### src/rtl/sram_controller_pkg.sv
// Shared types and timing defaults for the asynchronous SRAM controller.
`timescale 1ns/1ps
package sram_controller_pkg;

    localparam int SRAM_RD_CYCLES_DEFAULT = 2;
    localparam int SRAM_WR_CYCLES_DEFAULT = 2;

    typedef logic [31:0] word_t;
    typedef logic [19:0] ram_addr_t;
    typedef logic [3:0]  byte_en_t;

    typedef enum logic [2:0] {
        IDLE,
        READ,
        WR_SETUP,
        WR_PULSE,
        WR_HOLD,
        DONE
    } sram_state_t;

    function automatic int max_int(input int a, input int b);
        return (a > b) ? a : b;
    endfunction

endpackage

### src/rtl/sram_controller_if.sv
// Single-word request/acknowledge bus between the CPU memory stage and the SRAM controller.
`timescale 1ns/1ps
interface sram_controller_if;
    import sram_controller_pkg::*;

    logic      req;
    logic      we;
    ram_addr_t addr;
    word_t     wdata;
    byte_en_t  be;
    logic      ack;
    word_t     rdata;

    modport master (output req, we, addr, wdata, be, input ack, rdata);
    modport slave  (input req, we, addr, wdata, be, output ack, rdata);

endinterface

### src/rtl/sram_controller.sv
// Sequences the external asynchronous SRAM pins for single-word reads and writes.
// Optional macro SRAM_CTRL_POSTED_WRITE_EN: acknowledge writes right after accept.
`timescale 1ns/1ps
module sram_controller
    import sram_controller_pkg::*;
#(
    parameter int RD_CYCLES = SRAM_RD_CYCLES_DEFAULT,
    parameter int WR_CYCLES = SRAM_WR_CYCLES_DEFAULT
) (
    input  logic      clk,
    input  logic      rst_n,
    sram_controller_if.slave bus,
    output ram_addr_t ram_addr,
    input  word_t     ram_data_i,
    output word_t     ram_data_o,
    output logic      ram_data_oe,
    output logic      ram_ce_n,
    output logic      ram_oe_n,
    output logic      ram_we_n,
    output byte_en_t  ram_be_n
);

    localparam int CNT_W = $clog2(max_int(RD_CYCLES, WR_CYCLES) + 1);
    localparam logic [CNT_W-1:0] RD_LOAD = CNT_W'(RD_CYCLES - 1);
    localparam logic [CNT_W-1:0] WR_LOAD = CNT_W'(WR_CYCLES - 1);
    localparam logic [CNT_W-1:0] CNT_ONE = CNT_W'(1);

`ifdef SRAM_CTRL_POSTED_WRITE_EN
    localparam bit POSTED_WRITE = 1'b1;
`else
    localparam bit POSTED_WRITE = 1'b0;
`endif

    sram_state_t      state_reg, state_next;
    logic [CNT_W-1:0] cnt_reg, cnt_next;
    logic             ack_reg, ack_next;
    word_t            rdata_reg, rdata_next;
    ram_addr_t        addr_reg, addr_next;
    word_t            data_o_reg, data_o_next;
    logic             data_oe_reg, data_oe_next;
    logic             ce_n_reg, ce_n_next;
    logic             oe_n_reg, oe_n_next;
    logic             we_n_reg, we_n_next;
    byte_en_t         be_n_reg, be_n_next;

    // Every pin comes straight from a flop so the SRAM never sees decode glitches.
    always_ff @(posedge clk or negedge rst_n) begin
        if (!rst_n) begin
            state_reg   <= IDLE;
            cnt_reg     <= '0;
            ack_reg     <= 1'b0;
            rdata_reg   <= '0;
            addr_reg    <= '0;
            data_o_reg  <= '0;
            data_oe_reg <= 1'b0;
            ce_n_reg    <= 1'b1;
            oe_n_reg    <= 1'b1;
            we_n_reg    <= 1'b1;
            be_n_reg    <= '1;
        end else begin
            state_reg   <= state_next;
            cnt_reg     <= cnt_next;
            ack_reg     <= ack_next;
            rdata_reg   <= rdata_next;
            addr_reg    <= addr_next;
            data_o_reg  <= data_o_next;
            data_oe_reg <= data_oe_next;
            ce_n_reg    <= ce_n_next;
            oe_n_reg    <= oe_n_next;
            we_n_reg    <= we_n_next;
            be_n_reg    <= be_n_next;
        end
    end

    always_comb begin
        state_next   = state_reg;
        cnt_next     = cnt_reg;
        ack_next     = 1'b0;
        rdata_next   = rdata_reg;
        addr_next    = addr_reg;
        data_o_next  = data_o_reg;
        data_oe_next = data_oe_reg;
        ce_n_next    = ce_n_reg;
        oe_n_next    = oe_n_reg;
        we_n_next    = we_n_reg;
        be_n_next    = be_n_reg;

        unique case (state_reg)
            IDLE: begin
                if (bus.req) begin
                    addr_next = bus.addr;
                    ce_n_next = 1'b0;
                    if (bus.we) begin
                        data_o_next  = bus.wdata;
                        be_n_next    = ~bus.be;
                        data_oe_next = 1'b1;
                        oe_n_next    = 1'b1;
                        we_n_next    = 1'b1;
                        ack_next     = POSTED_WRITE;
                        state_next   = WR_SETUP;
                    end else begin
                        oe_n_next  = 1'b0;
                        be_n_next  = '0;
                        cnt_next   = RD_LOAD;
                        state_next = READ;
                    end
                end
            end
            READ: begin
                if (cnt_reg == '0) begin
                    rdata_next = ram_data_i;
                    ce_n_next  = 1'b1;
                    oe_n_next  = 1'b1;
                    be_n_next  = '1;
                    ack_next   = 1'b1;
                    state_next = DONE;
                end else begin
                    cnt_next = cnt_reg - CNT_ONE;
                end
            end
            WR_SETUP: begin
                we_n_next  = 1'b0;
                cnt_next   = WR_LOAD;
                state_next = WR_PULSE;
            end
            WR_PULSE: begin
                if (cnt_reg == '0) begin
                    we_n_next  = 1'b1;
                    state_next = WR_HOLD;
                end else begin
                    cnt_next = cnt_reg - CNT_ONE;
                end
            end
            WR_HOLD: begin
                ce_n_next    = 1'b1;
                data_oe_next = 1'b0;
                be_n_next    = '1;
                // A posted write was already acknowledged when it was accepted.
                ack_next     = !POSTED_WRITE;
                state_next   = DONE;
            end
            DONE: begin
                state_next = IDLE;
            end
            default: begin
                state_next = IDLE;
            end
        endcase
    end

    assign bus.ack     = ack_reg;
    assign bus.rdata   = rdata_reg;
    assign ram_addr    = addr_reg;
    assign ram_data_o  = data_o_reg;
    assign ram_data_oe = data_oe_reg;
    assign ram_ce_n    = ce_n_reg;
    assign ram_oe_n    = oe_n_reg;
    assign ram_we_n    = we_n_reg;
    assign ram_be_n    = be_n_reg;

endmodule
### src/flat_wrapper.sv
// flat-port wrapper written by rule: the top's interface ports become plain ports
module sram_controller_flat import sram_controller_pkg::*;
#(
    parameter int RD_CYCLES = SRAM_RD_CYCLES_DEFAULT,
    parameter int WR_CYCLES = SRAM_WR_CYCLES_DEFAULT
)
  (clk, rst_n, ram_addr, ram_data_i, ram_data_o, ram_data_oe, ram_ce_n, ram_oe_n, ram_we_n, ram_be_n, bus_req, bus_we, bus_addr, bus_wdata, bus_be, bus_ack, bus_rdata);
  sram_controller_if bus_i ();
  input  logic clk;
  input  logic rst_n;
  output ram_addr_t ram_addr;
  input  word_t ram_data_i;
  output word_t ram_data_o;
  output logic ram_data_oe;
  output logic ram_ce_n;
  output logic ram_oe_n;
  output logic ram_we_n;
  output byte_en_t ram_be_n;
  input wire logic [$bits(bus_i.req)-1:0] bus_req;
  input wire logic [$bits(bus_i.we)-1:0] bus_we;
  input wire logic [$bits(bus_i.addr)-1:0] bus_addr;
  input wire logic [$bits(bus_i.wdata)-1:0] bus_wdata;
  input wire logic [$bits(bus_i.be)-1:0] bus_be;
  output wire logic [$bits(bus_i.ack)-1:0] bus_ack;
  output wire logic [$bits(bus_i.rdata)-1:0] bus_rdata;
  assign bus_i.req = bus_req;
  assign bus_i.we = bus_we;
  assign bus_i.addr = bus_addr;
  assign bus_i.wdata = bus_wdata;
  assign bus_i.be = bus_be;
  assign bus_ack = bus_i.ack;
  assign bus_rdata = bus_i.rdata;
  sram_controller #(.RD_CYCLES(RD_CYCLES), .WR_CYCLES(WR_CYCLES)) u_core (.clk(clk), .rst_n(rst_n), .bus(bus_i), .ram_addr(ram_addr), .ram_data_i(ram_data_i), .ram_data_o(ram_data_o), .ram_data_oe(ram_data_oe), .ram_ce_n(ram_ce_n), .ram_oe_n(ram_oe_n), .ram_we_n(ram_we_n), .ram_be_n(ram_be_n));
endmodule
### config.mk
export PLATFORM = sky130hd
export DESIGN_NAME = sram_controller_flat
export DESIGN_NICKNAME = d
export VERILOG_FILES = /design/src/rtl/sram_controller_pkg.sv /design/src/rtl/sram_controller_if.sv /design/src/rtl/sram_controller.sv /design/src/flat_wrapper.sv
export SDC_FILE = /design/constraint.sdc
export NUM_CORES = 1
export LEC_CHECK = 0
export BUFFER_PORTS_ARGS = -buffer_cell sky130_fd_sc_hd__clkbuf_2
export CORE_ASPECT_RATIO = 0.6
export CORE_MARGIN = 3
export CORE_UTILIZATION = 48
export CTS_BUF_LIST = sky130_fd_sc_hd__clkbuf_4
export CTS_CLUSTER_SIZE = 40
export DETAILED_ROUTE_END_ITERATION = 12
export GPL_TIMING_DRIVEN = 0
export PLACE_DENSITY = 0.82
export SKIP_CTS_REPAIR_TIMING = 1
export SYNTH_ARGS = -nofsm -noshare
export SYNTH_HDL_FRONTEND = slang
export SYNTH_SLANG_ARGS = --single-unit
export TNS_END_PERCENT = 30
### constraint.sdc
create_clock -name clk -period 2.2 [get_ports clk]
set_input_delay 0.11 -clock clk [delete_from_list [all_inputs] [get_ports clk]]
set_output_delay 0.11 -clock clk [all_outputs]
set_load 0.01 [all_outputs]
==> metrics <==
Die ar. between 9000 and 10000 um^2; register area share after synthesis 0.6347; Yosys Warn Count 0; remaining global-route overflow 0; post-DP HPWL roughly 7.1 mm; Final Skew 0.01270 ns; ANT nets after route 0; vias in the first global route around 2800; Via density between 4 and 5; layout cells sized above 1 0.5743; Top FF cell, synth dfrtp_1; DRC Markers 0; initial antenna violation count 0; Final Hold Slack approximately 0.0055 ns; Total Wirelength roughly 12 mm; # placed instances between 500 and 600; crit-path max FO 10; met2 Usage GRT 0.3423; fillcell total 423; min Tclk post-route slightly above 2 ns; Hold Fails Final Rpt 0; fmax roughly 500 MHz; Clk Latency, worst-skew pair ~0.44 ns; run status finished, final reports clean; die width approximately 120 um; vias around 3200; CTS tree yes; Crit. End Element flip-flop; Clock Path Buffers 2; Slew HR 0.5002; largest net degree at the start of global routing 51; RSZ-0062 raised after global routing false; Tot GR Track Use 0.1982; CP Class flip-flop to flip-flop; clock transition at the registers of the reported paths around 0.15 ns; Pwr Density ~1300 nW/um^2; drt first-iter violations 107; worst path arrival time between 2 and 2.5 ns; root buffer cell clkbuf_4; area delta synth->final 54.89%; peak supply drop slightly below 900 uV; CTS H-Tree Depth 3; First-pass DRT Iterations 4; RD Place Congestion 0.7829; first-pass GRT wire length about 14 mm; Initial Util 0.5144; IO Pins roughly 190; Register Area approximately 2500 um^2; DR WL/cell between 15 and 20 um; Final Slew Violations 0; max-capacitance violation count 0; Req. time, crit path about 2.5 ns; row count 24; Port Buffers around 180; Tightest Pin Transition approximately 0.75 ns; Hold/Removal Path Class primary input to flip-flop; multi-input logic area 1271 um^2; total CTS buffers 9; final period utilization 0.9149; Post-Syn Nets 339; Global Route met1 Usage 0.2173; FF+latch count, synth 98; Mapped Cells about 250; Setup crit start kind flip-flop; Die Span Y 75.62 um; core area between 7000 and 8000 um^2; GRT Max-Usage Layer met2; Mapped Area 3877 um^2; Syn Area/Cell between 15 and 20 um^2; final cell count without fillers 642; final setup fails 0; Synth cell types 31; CTS Sinks about 100; number of synthesized flops with an enable pin 0; FFs w/ async S/R, synth 1.000; Nets 626; grt met3 use 0.09866; leakage slightly below 0.003 uW; ant diodes 0
[layer usage]
| metal | wire, um | vias to the layer above |
|---|---|---|
| met2 | 5953 | 161 |
| li1 | - | 1437 |
| met3 | 1085 | 20 |
| met5 | 0 | - |
| met1 | 4669 | 1591 |
| met4 | 183 | 0 |
[synthesized netlist by cell type, drive strengths merged (2+ instances only)]
cell type | count | area [um^2]
inv | 5 | 18.77
a21oi | 8 | 40.04
dfstp | 7 | 183.9
nand2 | 4 | 15.01
clkbuf | 3 | 12.51
dfrtp | 91 | 2277
nor2 | 3 | 11.26
buf | 11 | 113.9
a31oi | 2 | 12.51
nand2b | 5 | 31.28
nor3 | 3 | 26.28
o22ai | 2 | 12.51
a2bb2oi | 5 | 43.79
mux2 | 85 | 957.2
[layout make-up]
class                           count  share of cell area
Clock inverter                      7             0.01146
Sequential cell                    98              0.4098
Tap cell                          104             0.02167
Multi-Input combinational cell    129              0.2117
Timing Repair Buffer              276              0.3100
Buffer                             14             0.02104
Clock buffer                        9             0.01125
Inverter                            5            0.003125
[placed cells by master, fill, tap and decap left out, types with 3 or more instances in the layout]
cell and n:
clkbuf_2 184, dlygate4sd3_1 91, dfrtp_1 91, mux2_2 84, clkbuf_4 10, buf_6 9
a21oi_1 8, dfstp_2 7, inv_1 5, nand2b_1 5, a2bb2oi_1 5, nand2_1 4
nor2_1 3, clkinv_2 3
[metrics by stage]
stage | instance area [um^2] | util | TNS (ns) | setup WS, ns | power (uW)
global placement | 4928 | 0.6539 | -9.604 | -0.1126 | 6447
CTS | 5095 | 0.6760 | 0 | 0.2135 | 7564
finish | 6006 | 0.7968 | 0 | 0.1872 | 7823
detailed placement | 4959 | 0.6579 | 0 | 0.2473 | 6633
global route | 6006 | 0.7968 | 0 | 0.01961 | 8308
floorplan | 3877 | - | 0 | 0.4633 | 5225
[worst max-delay path, cell delays in order, from the launching register on]
cell,delay [ns]
dfrtp_1,0.42
inv_1,0.08
ha_1,0.14
clkbuf_1,0.26
and4bb_2,0.27
buf_4,0.18
buf_6,0.18
mux2_2,0.36
[logic make-up (layout without fill, tap and decap cells)]
kind of cell               count (synthesis)  after routing  synth area share
DFF                                       98             98            0.6347
and+or+nand+nor                           20             20           0.03711
muxes                                     85             85            0.2469
buffers and inverters                     19            311           0.03743
AOI/OAI and AO/OA                         23             23           0.04066
adders and majority gates                  1              1          0.003226
[power breakdown]
group          switching (uW)  internal [uW]
clock                     600            345
combinational            1740           1860
sequential                546           2740
total                    2880           4940
[path summary, 6_finish.rpt]
check,from,to,slack (ns),depth (start not counted)
max,u_core.cnt_reg[0],u_core.bus.rdata[0],0.19,7
min,bus_we,u_core.ram_be_n[0],0.005,3
max reg2reg,u_core.cnt_reg[0],u_core.bus.rdata[0],0.19,7
min reg2reg,u_core.ram_data_o[5],u_core.ram_data_o[5],0.52,1
max in group asynchronous,rst_n,u_core.ram_be_n[2],1.22,3
min in group asynchronous,rst_n,u_core.ram_addr[9],0.25,2
Power figures use the tool's default switching activity.
